**config.mk**
```make
export PLATFORM = sky130hd
export DESIGN_NAME = audio_adc_receiver
export DESIGN_NICKNAME = d
export VERILOG_FILES = /design/src/rtl/audio_adc_receiver.sv
export SDC_FILE = /design/constraint.sdc
export NUM_CORES = 1
export LEC_CHECK = 0
export BUFFER_PORTS_ARGS = -buffer_cell sky130_fd_sc_hd__buf_2
export CAP_MARGIN = 20
export CORE_MARGIN = 8
export CORE_UTILIZATION = 25
export DETAILED_ROUTE_END_ITERATION = 10
export PLACE_DENSITY = 0.43
export SLEW_MARGIN = 20
export SYNTH_ARGS = -nofsm -noshare
export SYNTH_HDL_FRONTEND = slang
export SYNTH_SLANG_ARGS = --single-unit
```
**constraint.sdc**
```tcl
create_clock -name Clk -period 3.2 [get_ports Clk]
set_input_delay 0.32 -clock Clk [delete_from_list [all_inputs] [get_ports Clk]]
set_output_delay 0.32 -clock Clk [all_outputs]
set_load 0.005 [all_outputs]
```
**src/rtl/audio_adc_receiver.sv**
```systemverilog
// I2S ADC receiver: synchronizes the codec's BCLK/LRCK/DAT into Clk, deserializes left/right
// words and queues complete stereo pairs in a small show-ahead FIFO with a valid/ready handshake.
module audio_adc_receiver #(
  parameter int unsigned SAMPLE_W    = 16,
  parameter int unsigned SYNC_STAGES = 2,
  parameter int unsigned FIFO_DEPTH  = 4
) (
  input  logic                          Clk,
  input  logic                          Reset_N,
  input  logic                          en,
  input  logic                          AUD_BCLK,
  input  logic                          AUD_ADCLRCK,
  input  logic                          AUD_ADCDAT,
  output logic [SAMPLE_W-1:0]           sample_left,
  output logic [SAMPLE_W-1:0]           sample_right,
  output logic                          sample_valid,
  input  logic                          sample_ready,
  output logic [$clog2(FIFO_DEPTH):0]   fifo_level,
  output logic                          overflow,
  output logic                          short_word,
  input  logic                          clear_flags
);
  localparam int AW = $clog2(FIFO_DEPTH);
  localparam int LW = AW + 1;
  localparam int CW = $clog2(SAMPLE_W + 1);
  localparam logic [CW-1:0] W_C     = CW'(SAMPLE_W);
  localparam logic [LW-1:0] DEPTH_C = LW'(FIFO_DEPTH);

  typedef enum logic [1:0] {IDLE, SKIP, SHIFT, DRAIN} state_t;

  logic [SYNC_STAGES-1:0] bclk_sync_q, lrck_sync_q, dat_sync_q;
  logic bclk_prev_q, lrck_last_q;
  logic bclk_s, lrck_s, dat_s, bclk_rise, lrck_edge;

  assign bclk_s    = bclk_sync_q[SYNC_STAGES-1];
  assign lrck_s    = lrck_sync_q[SYNC_STAGES-1];
  assign dat_s     = dat_sync_q[SYNC_STAGES-1];
  assign bclk_rise = bclk_s & ~bclk_prev_q;
  assign lrck_edge = bclk_rise & (lrck_s ^ lrck_last_q);

  always_ff @(posedge Clk) begin
    if (!Reset_N) begin
      bclk_sync_q <= '0;
      lrck_sync_q <= '0;
      dat_sync_q  <= '0;
      bclk_prev_q <= 1'b0;
      lrck_last_q <= 1'b0;
    end else begin
      bclk_sync_q <= {bclk_sync_q[SYNC_STAGES-2:0], AUD_BCLK};
      lrck_sync_q <= {lrck_sync_q[SYNC_STAGES-2:0], AUD_ADCLRCK};
      dat_sync_q  <= {dat_sync_q[SYNC_STAGES-2:0], AUD_ADCDAT};
      bclk_prev_q <= bclk_s;
      if (bclk_rise) lrck_last_q <= lrck_s;
    end
  end

  state_t              state_q, state_d;
  logic                ch_q, ch_d;            // 0 = left word in progress, 1 = right
  logic [CW-1:0]       cnt_q, cnt_d, cnt_inc;
  logic [SAMPLE_W-1:0] word_q, word_d, shifted, justified, latch_word;
  logic [SAMPLE_W-1:0] left_hold_q, left_hold_d, push_right_q, push_right_d;
  logic                left_got_q, left_got_d, push_q, push_d, latch_en, short_set;

  assign cnt_inc   = cnt_q + CW'(1);
  assign shifted   = {word_q[SAMPLE_W-2:0], dat_s};
  assign justified = word_q << (W_C - cnt_q);

  always_comb begin
    state_d      = state_q;
    ch_d         = ch_q;
    cnt_d        = cnt_q;
    word_d       = word_q;
    left_hold_d  = left_hold_q;
    left_got_d   = left_got_q;
    push_right_d = push_right_q;
    push_d       = 1'b0;
    latch_en     = 1'b0;
    latch_word   = '0;
    short_set    = 1'b0;
    if (!en) begin
      state_d    = IDLE;
      left_got_d = 1'b0;
    end else if (bclk_rise) begin
      case (state_q)
        IDLE: if (lrck_last_q && !lrck_s) begin
          state_d = SKIP;
          ch_d    = 1'b0;
        end
        // The rise after the LRCK edge carries the previous word's tail; this one carries the MSB.
        SKIP: if (lrck_edge) begin
          ch_d = lrck_s;
        end else begin
          word_d  = {{(SAMPLE_W-1){1'b0}}, dat_s};
          cnt_d   = CW'(1);
          state_d = SHIFT;
        end
        SHIFT: if (lrck_edge) begin
          latch_en   = 1'b1;
          latch_word = justified;
          short_set  = 1'b1;
          ch_d       = lrck_s;
          state_d    = SKIP;
        end else begin
          word_d = shifted;
          cnt_d  = cnt_inc;
          if (cnt_inc == W_C) begin
            latch_en   = 1'b1;
            latch_word = shifted;
            state_d    = DRAIN;
          end
        end
        DRAIN: if (lrck_edge) begin
          ch_d    = lrck_s;
          state_d = SKIP;
        end
      endcase
      if (latch_en) begin
        if (!ch_q) begin
          left_hold_d = latch_word;
          left_got_d  = 1'b1;
        end else begin
          push_d       = left_got_q;
          push_right_d = latch_word;
          left_got_d   = 1'b0;
        end
      end
    end
  end

  always_ff @(posedge Clk) begin
    if (!Reset_N) begin
      state_q      <= IDLE;
      ch_q         <= 1'b0;
      cnt_q        <= '0;
      word_q       <= '0;
      left_hold_q  <= '0;
      left_got_q   <= 1'b0;
      push_q       <= 1'b0;
      push_right_q <= '0;
    end else begin
      state_q      <= state_d;
      ch_q         <= ch_d;
      cnt_q        <= cnt_d;
      word_q       <= word_d;
      left_hold_q  <= left_hold_d;
      left_got_q   <= left_got_d;
      push_q       <= push_d;
      push_right_q <= push_right_d;
    end
  end

  logic [SAMPLE_W-1:0] mem_l [FIFO_DEPTH];
  logic [SAMPLE_W-1:0] mem_r [FIFO_DEPTH];
  logic [AW-1:0]       wr_ptr_q, rd_ptr_q, rd_ptr_d;
  logic [LW-1:0]       level_q, level_d;
  logic [SAMPLE_W-1:0] head_l_q, head_r_q, head_l_d, head_r_d;
  logic                overflow_q, short_q, pop, full, push_acc, head_is_new;

  assign sample_valid = (level_q != '0);
  assign pop          = sample_valid & sample_ready;
  assign full         = (level_q == DEPTH_C);
  assign push_acc     = push_q & (~full | pop);
  assign rd_ptr_d     = pop ? rd_ptr_q + AW'(1) : rd_ptr_q;
  // A pair written this cycle into the slot that becomes the head must bypass the array.
  assign head_is_new  = push_acc & (wr_ptr_q == rd_ptr_d);
  assign head_l_d     = head_is_new ? left_hold_q  : mem_l[rd_ptr_d];
  assign head_r_d     = head_is_new ? push_right_q : mem_r[rd_ptr_d];

  always_comb begin
    level_d = level_q;
    if (push_acc && !pop)      level_d = level_q + LW'(1);
    else if (!push_acc && pop) level_d = level_q - LW'(1);
  end

  always_ff @(posedge Clk) begin
    if (push_acc) begin
      mem_l[wr_ptr_q] <= left_hold_q;
      mem_r[wr_ptr_q] <= push_right_q;
    end
  end

  always_ff @(posedge Clk) begin
    if (!Reset_N) begin
      wr_ptr_q   <= '0;
      rd_ptr_q   <= '0;
      level_q    <= '0;
      head_l_q   <= '0;
      head_r_q   <= '0;
      overflow_q <= 1'b0;
      short_q    <= 1'b0;
    end else begin
      if (push_acc) wr_ptr_q <= wr_ptr_q + AW'(1);
      rd_ptr_q <= rd_ptr_d;
      level_q  <= level_d;
      if (level_d != '0) begin
        head_l_q <= head_l_d;
        head_r_q <= head_r_d;
      end
      overflow_q <= (push_q & full & ~pop) | (overflow_q & ~clear_flags);
      short_q    <= short_set | (short_q & ~clear_flags);
    end
  end

  assign sample_left  = head_l_q;
  assign sample_right = head_r_q;
  assign fifo_level   = level_q;
  assign overflow     = overflow_q;
  assign short_word   = short_q;
endmodule

```
[After elaboration in Yosys (flattened, before gate mapping)]
Memory sizes are Yosys's and may differ from the RTL's. A register that Yosys moved wholly into a read port is not among the register bits.
Cells that the tools add are included.
Storage, ports and cells
  RAM bits: 128
  register bits: 75
  logic and storage cells: 109
  output and inout port bits: 38
  memories: 2
Cells by class
  bitwise logic cells: 17
  add/sub/neg operators: 6
  equality and inequality tests: 11
  reductions and logical operators: 21
  shift-type cells: 1
  multiplexer cells: 33
Memory list
  mem_l: words 4, bits a word 16, read ports 1, clocked after memory_dff 1, write ports 1, line 152  | logic [SAMPLE_W-1:0] mem_l [FIFO_DEPTH];
  mem_r: words 4, bits a word 16, read ports 1, clocked after memory_dff 1, write ports 1, line 153  | logic [SAMPLE_W-1:0] mem_r [FIFO_DEPTH];
Operator list (count)
  16-bit 2-to-1 mux: 5
  16-bit case mux with 2 select lines: 1
  16-bit by 5-bit left shift with 16-bit output: 1
  5-bit AND reduction: 3
  1-bit 2-to-1 mux: 14
  2-bit 2-to-1 mux: 6
  4-bit AND reduction: 3
  5-bit 2-to-1 mux: 2
  5-bit case mux with 2 select lines: 1
  1-bit bitwise AND: 8
  2-bit != test, second input constant: 4
  2-bit case mux with 4 select lines: 1
  3-bit 2-to-1 mux: 2
  3-bit nonzero test: 2
  5-bit by 1-bit adder with 5-bit output, second input constant: 1
  5-bit == test, second input constant: 1
  1-bit zero test: 5
  1-bit inverter: 5
  5-bit subtractor, first input constant: 1
  2-bit by 1-bit adder with 2-bit output, second input constant: 2
  2-bit == test, second input constant: 2
  2-bit AND reduction: 2
  3-bit by 1-bit adder with 3-bit output, second input constant: 1
  3-bit == test, second input constant: 1
  11 further kinds: 15

[Depth between registers and ports, before layout]
  word-level depth: 9
  depth in mapped cells: 12

[Worst setup path before layout]
OpenSTA, ideal clock, no wires.
  path type: register to register
  from: reg cnt_q[0]
  to: reg left_hold_q[14]
  required time: 3.065 ns
  slack: 0.470 ns
  stages on the path, launching flop included: 11
  arrival: 2.595 ns
  buffers on the path: 3
  setup time: 0.135 ns
  cell sequence: dfxtp_1 > buf_2 > clkinv_1 > ha_1 > buf_4 > buf_2 > mux2i_1 > mux2i_1 > mux4_2 > nand2_1 > a31oi_1
Between the ends
  word-level cells in the longest chain between the ends: 8
Ends and longest elaborated chain
  from (decl): line 59  | logic [CW-1:0] cnt_q, cnt_d, cnt_inc;
  from (signal assigned): line 143  | cnt_q <= cnt_d;
  5-bit by 1-bit adder with 5-bit output: line 64  | assign cnt_inc = cnt_q + CW'(1);
  5-bit == test: line 106  | if (cnt_inc == W_C) begin
  1-bit 2-to-1 mux: line 106
  1-bit 2-to-1 mux: line 97  | SHIFT: if (lrck_edge) begin
  1-bit 2-to-1 mux: line 84  | case (state_q)
  1-bit 2-to-1 mux: line 83  | end else if (bclk_rise) begin
  1-bit 2-to-1 mux: line 80  | if (!en) begin
  4-bit AND reduction (no line)
  to (signal assigned): line 145  | left_hold_q <= left_hold_d;
  to (decl): line 61  | logic [SAMPLE_W-1:0] left_hold_q, left_hold_d, push_right_q, push_right_d;
Parallel ways exist; a longest one is shown, timed or not. The select of a mux whose other input is x is not followed.
A chain may end at the register's enable or synchronous reset.

[Final worst setup path]
  from: reg cnt_q[1]
  to: reg left_hold_q[14]
The elaborated chain is that of the path after synthesis.

==> flow_summary.json <==
{
  "powerDensity_nw_per_um2": 761,
  "num_rows": 73,
  "grt_pass1_wl_um": 38000,
  "clock_latency_ps": 530,
  "path_max_fanout": 9,
  "r2r_end": "left_hold_q[14]$_SDFFE_PN0P_",
  "numCtsBuffers": 26,
  "routedWlPerCell_um": 17.3,
  "gp_congestion": 0.813,
  "status": "finished clean",
  "vias": 6274,
  "ir_drop_mv": 0.549,
  "drc": 0,
  "final_cell_mix": "edfxtp_1, dfxtp_1, a21oi_1",
  "dpl_worst_slack_ps": 466,
  "hold_violations": 0,
  "wirelength_um": 23700,
  "finish.utilization_pct": 29.9,
  "netlist_instances": 774,
  "core-area_sq_um": 39600,
  "clock-sinks": 235,
  "cts_buffer_depth": 3,
  "htree_levels": 1,
  "portBuffers": 45,
  "clkTransAtPathRegs_ps": 60,
  "ant_nets": 0,
  "finalSetupTns_ps": 0,
  "min_path_type": "in -> reg",
  "startpoint_type": "register",
  "ioPinCount": 46,
  "hold_depth": 3,
  "p_leak_nw": 4.02,
  "worst_r2r_path_depth": 8,
  "slowest_delay_ps": 570,
  "worstPathArrival_ps": 3150,
  "syn_nets": 799,
  "synth-edff-count": 128,
  "grt_max_degree": 64,
  "critPathKind": "reg -> reg",
  "first_global_vias": 6506,
  "power.total_w": 0.00900,
  "period_minus_slack_ps": 2750,
  "p_comb_share_pct": 25.8,
  "die_width_um": 216,
  "fin_crit_sh_pct": 85.8,
  "synthesis.area_sq_um": 10000,
  "syn_to_final_growth_pct": 18.0,
  "die_y_um": 216,
  "slowest_stage": "ha_1",
  "finalWorstSetupSlack_ps": 453,
  "synth_seq_cells": 235,
  "cts_root_buf": "clkbuf_16",
  "power_frac_clock_pct": 35.4,
  "internal_power_w": 0.00644,
  "critical_path.cell_chain": "inv_1 -> ha_1 -> buf_4 -> mux2i_1 -> mux2i_1 -> mux4_2 -> nand2_1 -> a31oi_1",
  "crit_required_ps": 3610,
  "seq_power_share_pct": 38.7,
  "reg2reg_slack_ps": 450,
  "endpoint_kind": "register",
  "rsz0062_at_grt": "false",
  "globalRouteOverflowTotal": 0,
  "p_switching_w": 0.00257,
  "syn_area_per_cell_sq_um": 13.0,
  "min-delay-start": "clear_flags",
  "whs_ps": 69.4,
  "synth-main-ff-cell": "edfxtp_1",
  "antenna_found_initial": 0,
  "clock.fmax_mhz": 364,
  "fin_nets": 852,
  "start_util_pct": 25.3,
  "dr.pass1.iters": 4,
  "final_common_cell": "edfxtp_1",
  "cts_tree": "yes",
  "min_to": "overflow$_SDFF_PN0_",
  "grt_util_all_layers_pct": 10.0,
  "final_layout_size_suffix_gt1_share_pct": 20.0,
  "synth.yosys.seq_area_share_pct": 59.6,
  "maxCapViolCount": 0,
  "async_flop_share_pct": 0,
  "antenna_cells": 0,
  "dpl.hpwl_um": 14800,
  "tightestPinTransition_ps": 624,
  "max_slew_margin_pct": 58.4,
  "cts_resized": 0,
  "crit_top_cell": "mux2i_1",
  "finalSetupViolCount": 0,
  "ys_types": 69,
  "post_cts_buffers": 0,
  "dr.first_iter.drc_count": 311,
  "r2r-start": "cnt_q[1]$_SDFFE_PN0P_",
  "holdBufCountCts": 3,
  "swShare_pct": 28.5,
  "drv_slew": 0,
  "die_area_sq_um": 46800,
  "synth_warnings": 0,
  "viasPerCell": 4.57,
  "finClkSkew_ps": 12.9
}
[synth_stat cells (all sizes together) (3+ instances only)]
master | count | area, sq um
a211oi | 7 | 52.6
a21boi | 3 | 30.0
a21oi | 82 | 410
a22oi | 14 | 110
a31oi | 4 | 25.0
a32oi | 4 | 35.0
and2 | 13 | 81.3
and3 | 4 | 25.0
buf | 30 | 219
clkbuf | 20 | 78.8
dfxtp | 107 | 2140
edfxtp | 128 | 3840
ha | 17 | 213
inv | 16 | 60.1
mux2i | 63 | 631
mux4 | 36 | 815
nand2 | 38 | 143
nand3 | 18 | 95.1
nand4 | 4 | 25.0
nor2 | 36 | 138
nor2b | 7 | 51.3
nor3 | 9 | 61.3
nor3b | 3 | 27.5
nor4 | 5 | 31.3
o21ai | 66 | 334
xnor2 | 7 | 68.8
xor2 | 3 | 45.1
[kinds of logic (layout without fill, tap and decap cells)]
logic type / count (synthesis) / after routing / share of synthesized area (%)
and+or+nand+nor: 150 / 150 / 7.78
xor gates and xnor gates: 10 / 10 / 1.13
buffers and inverters: 67 / 140 / 3.60
AOI/OAI and AO/OA: 194 / 194 / 11.1
DFF: 235 / 235 / 59.6
muxes: 101 / 101 / 14.6
adders and majority gates: 17 / 17 / 2.12
[state kept, by name, summed over array words and instances, names as in the netlist]
name,count
sample_right,16
word_q,16
cnt_q,5
mem_r,64
push_right_q,16
left_hold_q,16
mem_l,64
lrck_last_q,1
dat_sync_q,2
wr_ptr_q,2
rd_ptr_q,2
bclk_prev_q,1
sample_left,16
push_q,1
short_word,1
overflow,1
lrck_sync_q,2
state_q,2
left_got_q,1
bclk_sync_q,2
fifo_level,3
ch_q,1
[power groups by stage]
stage	clock [W]	sequential (W)	combinational [W]
after global routing	0.00340	0.00352	0.00261
after CTS	0.00330	0.00349	0.00240
after global placement	0	0.00355	0.00238
after detailed placement	0	0.00356	0.00238
final	0.00319	0.00349	0.00233
after floorplan	0	0.00356	0.00187
[how the worst max path moves through the flow]
stage | from | to | slack (ps) | cells after the start
after floorplan | cnt_q[0]$_SDFFE_PN0P_ | left_hold_q[14]$_SDFFE_PN0P_ | 470 | 10
after global placement | cnt_q[1]$_SDFFE_PN0P_ | push_right_q[14]$_SDFFE_PN0P_ | 520 | 8
after detailed placement | cnt_q[1]$_SDFFE_PN0P_ | push_right_q[14]$_SDFFE_PN0P_ | 470 | 8
after CTS | cnt_q[1]$_SDFFE_PN0P_ | left_hold_q[14]$_SDFFE_PN0P_ | 450 | 8
after global routing | cnt_q[1]$_SDFFE_PN0P_ | push_right_q[15]$_SDFFE_PN0P_ | 270 | 9
final | cnt_q[1]$_SDFFE_PN0P_ | left_hold_q[14]$_SDFFE_PN0P_ | 450 | 8
[cell type report]
type                            count  area [sq um]
Fill cell                        4046         27800
Sequential cell                   235          5990
Multi-Input combinational cell    472          3720
Clock buffer                       35           704
Tap cell                          525           657
Timing Repair Buffer               75           495
Clock inverter                     13           216
Inverter                           17          63.8
[worst max-delay path, delay by kind of cell (launching register included)]
kind,cells,cell delay (ps)
adders and majority gates,1,570
DFF,1,480
muxes,3,1030
buffers and inverters,2,300
AOI/OAI and AO/OA,1,90
and+or+nand+nor,1,130
[per-layer routing]
metal  GRT usage, %  vias to the layer above  wire length [um]  share of wire [%]
met4           2.89                        0               496                2.1
met3           1.52                       35               986                4.2
met2           16.9                       91             11200                 47
li1               -                     3048                 -                  -
met5              0                        -                 0                  0
met1           13.1                     3100             11000                 47
[per-stage QoR]
step	cells	area [sq um]
finish	1372	11800
global route	1372	11800
CTS	1372	11800
detailed placement	1321	10900
global placement	1321	10900
floorplan	774	10000
(Power assumes the default switching activity.)
